### src/rtl/mem_pwr_pkg.sv
// Shared types and helpers for the memory bank power sequencer.
package mem_pwr_pkg;

   localparam int MAX_BANKS = 32;

   typedef enum logic [2:0] {
      IDLE,
      ISO_ON,
      SWITCH,
      WAIT_ACK,
      SETTLE,
      ISO_OFF
   } pwr_state_e;

   function automatic int max2(input int a, input int b);
      return (a > b) ? a : b;
   endfunction

endpackage

### src/rtl/mem_pwr_sync2.sv
// Two-flop synchroniser cell for one asynchronous bit.
module mem_pwr_sync2 (
   input  logic clk_i,
   input  logic rst_ni,
   input  logic d_i,
   output logic q_o
);

   logic s1_q;

   always_ff @(posedge clk_i or negedge rst_ni) begin
      if (!rst_ni) begin
         s1_q <= 1'b0;
         q_o  <= 1'b0;
      end else begin
         s1_q <= d_i;
         q_o  <= s1_q;
      end
   end

endmodule

### src/rtl/mem_pwr_timer.sv
// Shared cycle counter: clear, enable, and compare against a terminal count.
module mem_pwr_timer #(
   parameter int CNT_W = 7
) (
   input  logic             clk_i,
   input  logic             rst_ni,
   input  logic             clr_i,
   input  logic             en_i,
   input  logic [CNT_W-1:0] term_i,
   output logic             done_o
);

   logic [CNT_W-1:0] cnt_q;

   always_ff @(posedge clk_i or negedge rst_ni) begin
      if (!rst_ni)     cnt_q <= '0;
      else if (clr_i)  cnt_q <= '0;
      else if (en_i)   cnt_q <= cnt_q + 1'b1;
   end

   assign done_o = (cnt_q == term_i);

endmodule

### src/rtl/mem_bank_pwr_seq.sv
// Serialises per-bank power switch on/off sequences with isolation control,
// ack timeout fault tracking and a settle gap between banks.
module mem_bank_pwr_seq
   import mem_pwr_pkg::*;
#(
   parameter int NUM_BANKS      = 4,
   parameter int STAGGER_CYCLES = 8,
   parameter int ACK_TIMEOUT    = 64
) (
   input  logic                 clk_i,
   input  logic                 rst_ni,
   input  logic [NUM_BANKS-1:0] bank_on_req_i,
   output logic [NUM_BANKS-1:0] switch_ctrl_o,
   input  logic [NUM_BANKS-1:0] switch_ack_i,
   output logic [NUM_BANKS-1:0] iso_o,
   output logic [NUM_BANKS-1:0] bank_pwr_ok_o,
   output logic [NUM_BANKS-1:0] bank_fault_o,
   input  logic                 clr_fault_i,
   output logic                 busy_o
);

   localparam int CNT_W = $clog2(max2(STAGGER_CYCLES, ACK_TIMEOUT) + 1);
   localparam int KW    = (NUM_BANKS > 1) ? $clog2(NUM_BANKS) : 1;
   localparam logic [CNT_W-1:0] ACK_TERM    = CNT_W'(ACK_TIMEOUT - 1);
   localparam logic [CNT_W-1:0] SETTLE_TERM = CNT_W'(STAGGER_CYCLES - 1);

   pwr_state_e state_q, state_d;
   logic [KW-1:0] k_q, sel, idx;
   logic up_q, up, any_pend, ack_ok;
   logic [NUM_BANKS-1:0] pend, ack_sync;
   logic t_clr, t_en, t_done;
   logic [CNT_W-1:0] t_term;
   logic do_sw, do_iso_on, do_iso_off, do_fault;

   for (genvar g = 0; g < NUM_BANKS; g++) begin : g_sync
      mem_pwr_sync2 u_sync (
         .clk_i  (clk_i),
         .rst_ni (rst_ni),
         .d_i    (switch_ack_i[g]),
         .q_o    (ack_sync[g])
      );
   end

   mem_pwr_timer #(.CNT_W(CNT_W)) u_timer (
      .clk_i  (clk_i),
      .rst_ni (rst_ni),
      .clr_i  (t_clr),
      .en_i   (t_en),
      .term_i (t_term),
      .done_o (t_done)
   );

   assign t_term = (state_q == SETTLE) ? SETTLE_TERM : ACK_TERM;

   // Lowest-index pending bank wins; loop runs high to low so the last hit sticks.
   always_comb begin
      pend = (bank_on_req_i ^ bank_pwr_ok_o) & ~bank_fault_o;
      any_pend = |pend;
      sel = '0;
      for (int i = NUM_BANKS - 1; i >= 0; i--) begin
         if (pend[i]) sel = KW'(i);
      end
   end

   // In IDLE the bank being launched is the fresh selection, not yet latched.
   assign idx    = (state_q == IDLE) ? sel : k_q;
   assign up     = (state_q == IDLE) ? bank_on_req_i[sel] : up_q;
   assign ack_ok = (ack_sync[k_q] == switch_ctrl_o[k_q]);

   always_comb begin
      state_d    = state_q;
      t_clr      = 1'b0;
      t_en       = 1'b0;
      do_sw      = 1'b0;
      do_iso_on  = 1'b0;
      do_iso_off = 1'b0;
      do_fault   = 1'b0;
      case (state_q)
         IDLE: begin
            if (any_pend) begin
               if (up) begin
                  state_d = SWITCH;
                  do_sw   = 1'b1;
               end else begin
                  state_d   = ISO_ON;
                  do_iso_on = 1'b1;
               end
            end
         end
         ISO_ON: begin
            state_d = SWITCH;
            do_sw   = 1'b1;
         end
         SWITCH: begin
            state_d = WAIT_ACK;
            t_clr   = 1'b1;
         end
         WAIT_ACK: begin
            if (ack_ok) begin
               state_d = SETTLE;
               t_clr   = 1'b1;
            end else if (t_done) begin
               state_d  = IDLE;
               do_fault = 1'b1;
            end else begin
               t_en = 1'b1;
            end
         end
         SETTLE: begin
            if (t_done) begin
               if (up_q) begin
                  state_d    = ISO_OFF;
                  do_iso_off = 1'b1;
               end else begin
                  state_d = IDLE;
               end
            end else begin
               t_en = 1'b1;
            end
         end
         ISO_OFF: state_d = IDLE;
         default: state_d = IDLE;
      endcase
   end

   always_ff @(posedge clk_i or negedge rst_ni) begin
      if (!rst_ni) begin
         state_q       <= IDLE;
         k_q           <= '0;
         up_q          <= 1'b0;
         switch_ctrl_o <= '1;
         iso_o         <= '1;
         bank_pwr_ok_o <= '0;
         bank_fault_o  <= '0;
         busy_o        <= 1'b0;
      end else begin
         state_q <= state_d;
         busy_o  <= (state_d != IDLE);
         if (state_q == IDLE) begin
            k_q  <= sel;
            up_q <= bank_on_req_i[sel];
         end
         if (do_sw) switch_ctrl_o[idx] <= ~up;
         if (do_iso_on) begin
            iso_o[idx]         <= 1'b1;
            bank_pwr_ok_o[idx] <= 1'b0;
         end
         if (do_iso_off) begin
            iso_o[idx]         <= 1'b0;
            bank_pwr_ok_o[idx] <= 1'b1;
         end
         if (clr_fault_i)   bank_fault_o      <= '0;
         else if (do_fault) bank_fault_o[idx] <= 1'b1;
      end
   end

endmodule

### config.mk
export PLATFORM = sky130hd
export DESIGN_NAME = mem_bank_pwr_seq
export DESIGN_NICKNAME = d
export VERILOG_FILES = /design/src/rtl/mem_pwr_pkg.sv /design/src/rtl/mem_pwr_sync2.sv /design/src/rtl/mem_pwr_timer.sv /design/src/rtl/mem_bank_pwr_seq.sv
export SDC_FILE = /design/constraint.sdc
export NUM_CORES = 1
export LEC_CHECK = 0
export ABC_CLOCK_PERIOD_IN_PS = 3300
export CORE_MARGIN = 1.5
export CORE_UTILIZATION = 28
export CTS_CLUSTER_DIAMETER = 40
export DETAILED_ROUTE_END_ITERATION = 6
export GPL_TIMING_DRIVEN = 1
export SYNTH_ARGS = -nofsm -noshare
export SYNTH_HDL_FRONTEND = slang
export SYNTH_HIERARCHICAL = 1
export SYNTH_SLANG_ARGS = --single-unit
### constraint.sdc
create_clock -name clk_i -period 3.3 [get_ports clk_i]
set_input_delay 0.66 -clock clk_i [delete_from_list [all_inputs] [get_ports clk_i]]
set_output_delay 0.66 -clock clk_i [all_outputs]
set_load 0.02 [all_outputs]
==> impl_results.md, run 1 <==
* Power, Total at 1.97 mW
* Final hold vios at 0
* Worst-path maximum fanout at 6
* DRT Pass-1 Iters at 4
* Post-layout min period at 2.58 ns
* RD Place Congestion at 0.810
* Clock-pin transition on the worst setup and hold timing paths at 0.07 ns
* Max IR drop VDD at 0.181 mV
* Non-Filler Instances at 327
* Die Y at 87.7 microns
* Met3 usage at 3.58%
* Dpl hpwl at 3330 microns
* Register area share after synthesis at 47.9%
* Kind of critical path: flip-flop to flip-flop
* Synth top cells by count: dfrtp_1, inv_1, nand2_1, nor2_1, xnor2_1
* Nets at 242
* Core Box Area at 0.00687 sq mm
* DRC Markers at 0
* Antenna violations before repair at 0
* Crit path DAT at 2.79 ns
* Ys async rst share at 100%
* Clock root cell: clkbuf_8
* Final TNS setup at 0 ns
* Setup bufs post-CTS at 0
* Yosys reg bits at 38
* Slew headroom at 42.1%
* Count leader, synth: dfrtp_1
* Pwr Density at 798 mW/mm^2
* CP required at 3.51 ns
* I/O pins at 28
* Final WL at 4460 microns
* Maxcap violations at 0
* Clock latency on the worst-skew pair at 0.29 ns
* Min Hold Slack at 0.350 ns
* Area growth syn-to-layout at 23.3%
* # rows at 30
* RSZ-0062 raised after global routing: false
* Starting DRT DRC Count at 113
* Tcrit/Tclk final at 78.1%
* Antenna violation net count after detailed routing at 0
* Vias at 1598
* Critical path startpoint category: flip-flop
* Post-CTS sizing at 0
* Num CTS Buffers at 5
* Status: finished clean
* Antenna Cells at 0
* Slew Viols, Final at 0
* Total gr overflow at 0
* H-tree Lvls at 2
* CTS Hold Buffers Added at 0
* Initial Util at 29.2%
* Total placed cells including tap cells at 319
* Ys flop type: dfrtp_1
* Wire per inst at 13.6 microns
* Die area at 0.00768 sq mm
* Chip width at 87.7 microns
* Clock sinks at 38
* Mean Syn Cell Area at 10.2 sq um
* Synthesized area at 0.00201 sq mm
* Yosys top cell by area: dfrtp_1
* Setup Skew at 0.00780 ns
* Leakage power at 1.00 nW
* Vias/cell at 4.89
* Max Clk Rate at 0.388 GHz
* Vias in the first global route at 1574
* CTS max path bufs at 2
* Unique masters post-synth at 49
* Layout cells sized above 1 at 11.7%
* Final core occ at 36.0%
* Synth Warn # at 6
* Post-synth EDFFs at 0
* GRT Max-Usage Layer: met2
* Worst-Margin Slew at 0.869 ns
* Port bufs at 27
* Met2 Usage GRT at 19.5%
* Final setup fails at 0
* Met1 GRT Util at 18.0%
* Post-Synthesis Cells at 197
* First-pass GRT wire length at 7710 microns
* HP Class: flip-flop to flip-flop
* Largest net degree at the start of global routing at 39
* CTS tree: yes
* Synth top area share at 37.4%
* Top post-synthesis cells by area: dfrtp_1, dfstp_2, xnor2_1
* Tot GR Track Use at 13.0%
* CP Capture Type: flip-flop
[through the flow]
| step | setup slack (ns) | instance area (sq um) |
|---|---|---|
| 5_1_grt | 0.507 | 2470 |
| 2_1_floorplan | 0.860 | 2010 |
| 4_1_cts | 0.695 | 2470 |
| 3_5_place_dp | 0.673 | 2380 |
| 6_report | 0.722 | 2470 |
| 3_3_place_gp | 0.705 | 2380 |
[layout by cell type, fill, tap and decap left out, drive strengths merged, types with 3 or more instances in the layout]
cell	instances
or2	3
conb	4
nand3	6
o22ai	4
o2111ai	3
dfrtp	30
nand2	12
xor2	9
o32ai	4
nand4	5
o21a	3
or3	5
o31ai	5
xnor2	12
clkdlybuf4s50	26
clkbuf	7
nor2	13
inv	15
nor3	5
o211ai	8
dfstp	8
o21ai	8
a21oi	6
[report_power, final]
part           internal [mW]  switching, mW  total [mW]
logic                  0.387          0.528       0.915
clock network          0.168          0.156       0.325
registers              0.603          0.131       0.734
[critical path, stage by stage, from the launching register on]
cell and delay [ns]:
dfstp_2 0.58, xnor2_1 0.08, mux4_2 0.54, o21a_1 0.21
nor2_1 0.34, nand4_1 0.22, or3_1 0.38, a21oi_1 0.15
[per-layer routing]
layer  up-vias  routed length, microns
met5         -                       0
met4         0                      76
met3         9                     238
met2        45                    2010
met1       759                    2140
li1        785                       -
[final timing paths]
path	startpoint	end	cells past startpoint	slack, ns
setup / recovery	switch_ctrl_o[0]$_DFFE_PN1P_	u_timer/cnt_q[5]$_DFFE_PN0P_	7	0.72
hold / removal	g_sync[3].u_sync/s1_q$_DFF_PN0_	g_sync[3].u_sync/q_o$_DFF_PN0_	0	0.35
setup reg to reg	switch_ctrl_o[0]$_DFFE_PN1P_	u_timer/cnt_q[5]$_DFFE_PN0P_	7	0.72
hold reg to reg	g_sync[3].u_sync/s1_q$_DFF_PN0_	g_sync[3].u_sync/q_o$_DFF_PN0_	0	0.35
max in group asynchronous	rst_ni	bank_fault_o[0]$_DFFE_PN0P_	1	2.27
min in group asynchronous	rst_ni	bank_fault_o[1]$_DFFE_PN0P_	1	0.49
[area by class of cell]
type / instances / area, sq um
clock buffer: 7 / 86.3
tap: 96 / 120
fill: 723 / 4400
timing repair buffer: 28 / 273
inverter: 15 / 58.8
sequential: 38 / 961
clock inverter: 1 / 5.00
multi-input combinational: 142 / 970
[registers in the layout, indices dropped and copies added, names as in the netlist]
name / flops
up_q: 1
state_q: 3
bank_pwr_ok_o: 4
u_timer/cnt_q: 7
switch_ctrl_o: 4
busy_o: 1
iso_o: 4
g_sync.u_sync/s1_q: 4
g_sync.u_sync/q_o: 4
k_q: 2
bank_fault_o: 4
[logic make-up after synthesis]
group	share of synthesized area (%)
AO/OA/AOI/OAI	21.0
XOR/XNOR	9.16
adder cells (fa/ha/maj)	0.623
buffers and inverters	4.18
flip-flops	47.9
multiplexers	1.62
other	0.374
AND/OR/NAND/NOR	15.1
No activity file was read; power rests on OpenSTA's default activity.
==> run 2, diff against run 1 <==
--- a/config.mk
+++ b/config.mk
@@ -5,7 +5,7 @@
 export SDC_FILE = /design/constraint.sdc
 export NUM_CORES = 1
 export LEC_CHECK = 0
-export ABC_CLOCK_PERIOD_IN_PS = 3300
+export ABC_CLOCK_PERIOD_IN_PS = 2100
 export CORE_MARGIN = 1.5
 export CORE_UTILIZATION = 28
 export CTS_CLUSTER_DIAMETER = 40
==> constraint.sdc (replaced) <==
create_clock -name clk_i -period 2.1 [get_ports clk_i]
set_input_delay 0.42 -clock clk_i [delete_from_list [all_inputs] [get_ports clk_i]]
set_output_delay 0.42 -clock clk_i [all_outputs]
set_load 0.02 [all_outputs]
==> impl_results.md, run 2 (synthesized netlist as in run 1, its figures left out) <==
* Status: finished, violations left
* Failing checks: negative setup slack
* P_int at 2.27 mW (+96%)
* Slowest cell on crit path: dfstp_2
* Critical path startpoint category: flip-flop
* Vias in the first global route at 1747 (+11%)
* Antenna violations before repair at 0 (unchanged)
* Most common cell after layout, fill and taps aside: buf_4
* Final core occ at 42.6% (+6.6 points)
* First-pass GRT wire length at 8580 microns (+11%)
* Antenna violation net count after detailed routing at 0 (unchanged)
* Power, Total at 3.73 mW (+89%)
* Layout cells sized above 1 at 32.2% (+21 points)
* Max IR drop VDD at 0.416 mV (+130%)
* # rows at 30 (unchanged)
* Place WS at -0.216 ns (-0.889 ns)
* Maxcap violations at 0 (unchanged)
* Setup Skew at 0.00831 ns (+0.000514 ns)
* R2R Setup Slk at -0.03 ns (-0.76 ns)
* Clock root cell: clkbuf_8
* Port bufs at 27 (unchanged)
* Critical R2R Capture: u_timer/cnt_q[5]$_DFFE_PN0P_
* Starting DRT DRC Count at 81 (-28%)
* Post-layout min period at 2.13 ns (-0.444 ns)
* Total gr overflow at 0 (unchanged)
* Tcrit/Tclk final at 102% (+24 points)
* Reg2reg start: switch_ctrl_o[3]$_DFFE_PN1P_
* Sequential share of power at 29.8% (-7.4 points)
* Most frequent cells in the layout: buf_4, dfrtp_1, clkdlybuf4s50_1
* CP required at 2.32 ns (-1.19 ns)
* Largest net degree at the start of global routing at 20 (-49%)
* CP Buf/Inv Count at 0 (unchanged)
* Clock-pin transition on the worst setup and hold timing paths at 0.08 ns (about the same)
* Max Clk Rate at 0.469 GHz (+21%)
* Vias/cell at 4.82 (-1.4%)
* I/O pins at 28 (unchanged)
* Max reg flops at 7 (unchanged)
* CP Capture Type: flip-flop
* Min Hold Slack at 0.0855 ns (-0.265 ns)
* Chip width at 87.7 microns (unchanged)
* Tot GR Track Use at 14.5% (+1.5 points)
* # fillers at 682 (-5.7%)
* FF-to-FF path depth at 7 (unchanged)
* HP Class: primary input to asynchronous set/reset pin
* CTS max path bufs at 2 (unchanged)
* H-tree Lvls at 2 (unchanged)
* Net Sw Power at 1.47 mW (+80%)
* Slew Viols, Final at 0 (unchanged)
* Critical-path cell list: xnor2_1, mux4_2, o21a_1, nor2_4, nand4_1, or3_1, a21oi_1
* CTS Hold Buffers Added at 0 (unchanged)
* Die Y at 87.7 microns (unchanged)
* Pwr Density at 1270 mW/mm^2 (+60%)
* Delay-heaviest family, CP: simple AND/OR/NAND/NOR gates
* Worst-path maximum fanout at 3 (-3)
* Vias at 1763 (+10%)
* CTS tree: yes
* Seq. cell area at 961 sq um (unchanged)
* Sw frac at 39.3% (-2.0 points)
* CP max stage delay at 0.54 ns (-0.04 ns)
* Area growth syn-to-layout at 45.9%
* Dpl hpwl at 3770 microns (+13%)
* Nets at 281 (+16%)
* Kind of critical path: flip-flop to flip-flop
* Leakage power at 1.25 nW (+25%)
* Multi-input logic area at 0.00110 sq mm (+14%)
* RD Place Congestion at 0.881 (+8.9%)
* Top reg by flops: u_timer/cnt_q
* Num CTS Buffers at 5 (unchanged)
* Wire per inst at 14.1 microns (+3.5%)
* Initial Util at 29.2% (unchanged)
* Antenna Cells at 0 (unchanged)
* Gate power share at 52.8% (+6.4 points)
* Final hold vios at 0 (unchanged)
* Clock latency on the worst-skew pair at 0.29 ns (about the same)
* DRC Markers at 0 (unchanged)
* Crit path DAT at 2.36 ns (-0.43 ns)
* DRT Pass-1 Iters at 4 (unchanged)
* Final WL at 5170 microns (+16%)
* Final setup fails at 1 (+1)
* RSZ-0062 raised after global routing: true
* Clock power frac at 17.4% (+1.0 points)
* Clock sinks at 38 (unchanged)
* Die area at 0.00768 sq mm (unchanged)
* Core Box Area at 0.00687 sq mm (unchanged)
* Worst Setup Slack, final at -0.0345 ns (-0.756 ns)
run 2: changes by cell type in the layout (fill, tap and decap cells not counted), sizes merged:
cell,change
buf,+39
bufinv,+1
clkinv,-1
run 2: power groups by stage:
stage	clock, mW	combinational, mW	sequential, mW
global placement	0	1.85	1.11
global route	0.691	2.16	1.14
finish	0.649	1.97	1.11
CTS	0.670	1.90	1.11
detailed placement	0	1.87	1.12
floorplan	0	0.959	1.24
run 2: stage by stage:
stage                     cell area [sq um]  TNS [ns]  instances
final                                  2930   -0.0345        366
after global routing                   2930    -0.987        366
after CTS                              2830   -0.0297        362
after detailed placement               2700     -3.56        355
after global placement                 2700     -2.85        355
after floorplan                        2070    -0.486        199
run 2: final cells by class:
class / count / area share, %
Sequential cell: 38 / 32.8
Clock inverter: 1 / 1.03
Multi-Input combinational cell: 142 / 37.7
Inverter: 15 / 2.01
Clock buffer: 7 / 2.95
Tap cell: 96 / 4.10
Timing Repair Buffer: 67 / 19.4
run 2: metal layers:
metal	track usage (%)	wire length, microns	vias to the layer above
met1	18.9	2400	852
met3	3.49	208	4
met4	4.04	44	0
li1	-	-	868
met2	24.0	2510	39
met5	0	0	-
run 2: worst max path at each step:
stage / startpoint / to / slack (ns) / cells past startpoint
6_report: switch_ctrl_o[3]$_DFFE_PN1P_ / u_timer/cnt_q[5]$_DFFE_PN0P_ / -0.03 / 7
5_1_grt: switch_ctrl_o[3]$_DFFE_PN1P_ / u_timer/cnt_q[5]$_DFFE_PN0P_ / -0.12 / 8
4_1_cts: switch_ctrl_o[3]$_DFFE_PN1P_ / u_timer/cnt_q[5]$_DFFE_PN0P_ / -0.03 / 7
3_5_place_dp: bank_on_req_i[1] / switch_ctrl_o[3]$_DFFE_PN1P_ / -0.22 / 7
3_3_place_gp: bank_on_req_i[2] / bank_pwr_ok_o[1]$_DFF_PN0_ / -0.22 / 7
2_1_floorplan: state_q[0]$_DFF_PN0_ / iso_o[2]$_DFF_PN1_ / -0.15 / 9
run 2: what timing repair did:
| action | CTS | global route |
|---|---|---|
| pin swaps | 2 | 12 |
| gates resized for setup | 4 | 15 |
| setup buffers | 0 | 4 |
| endpoints found under the setup margin | 8 | 20 |
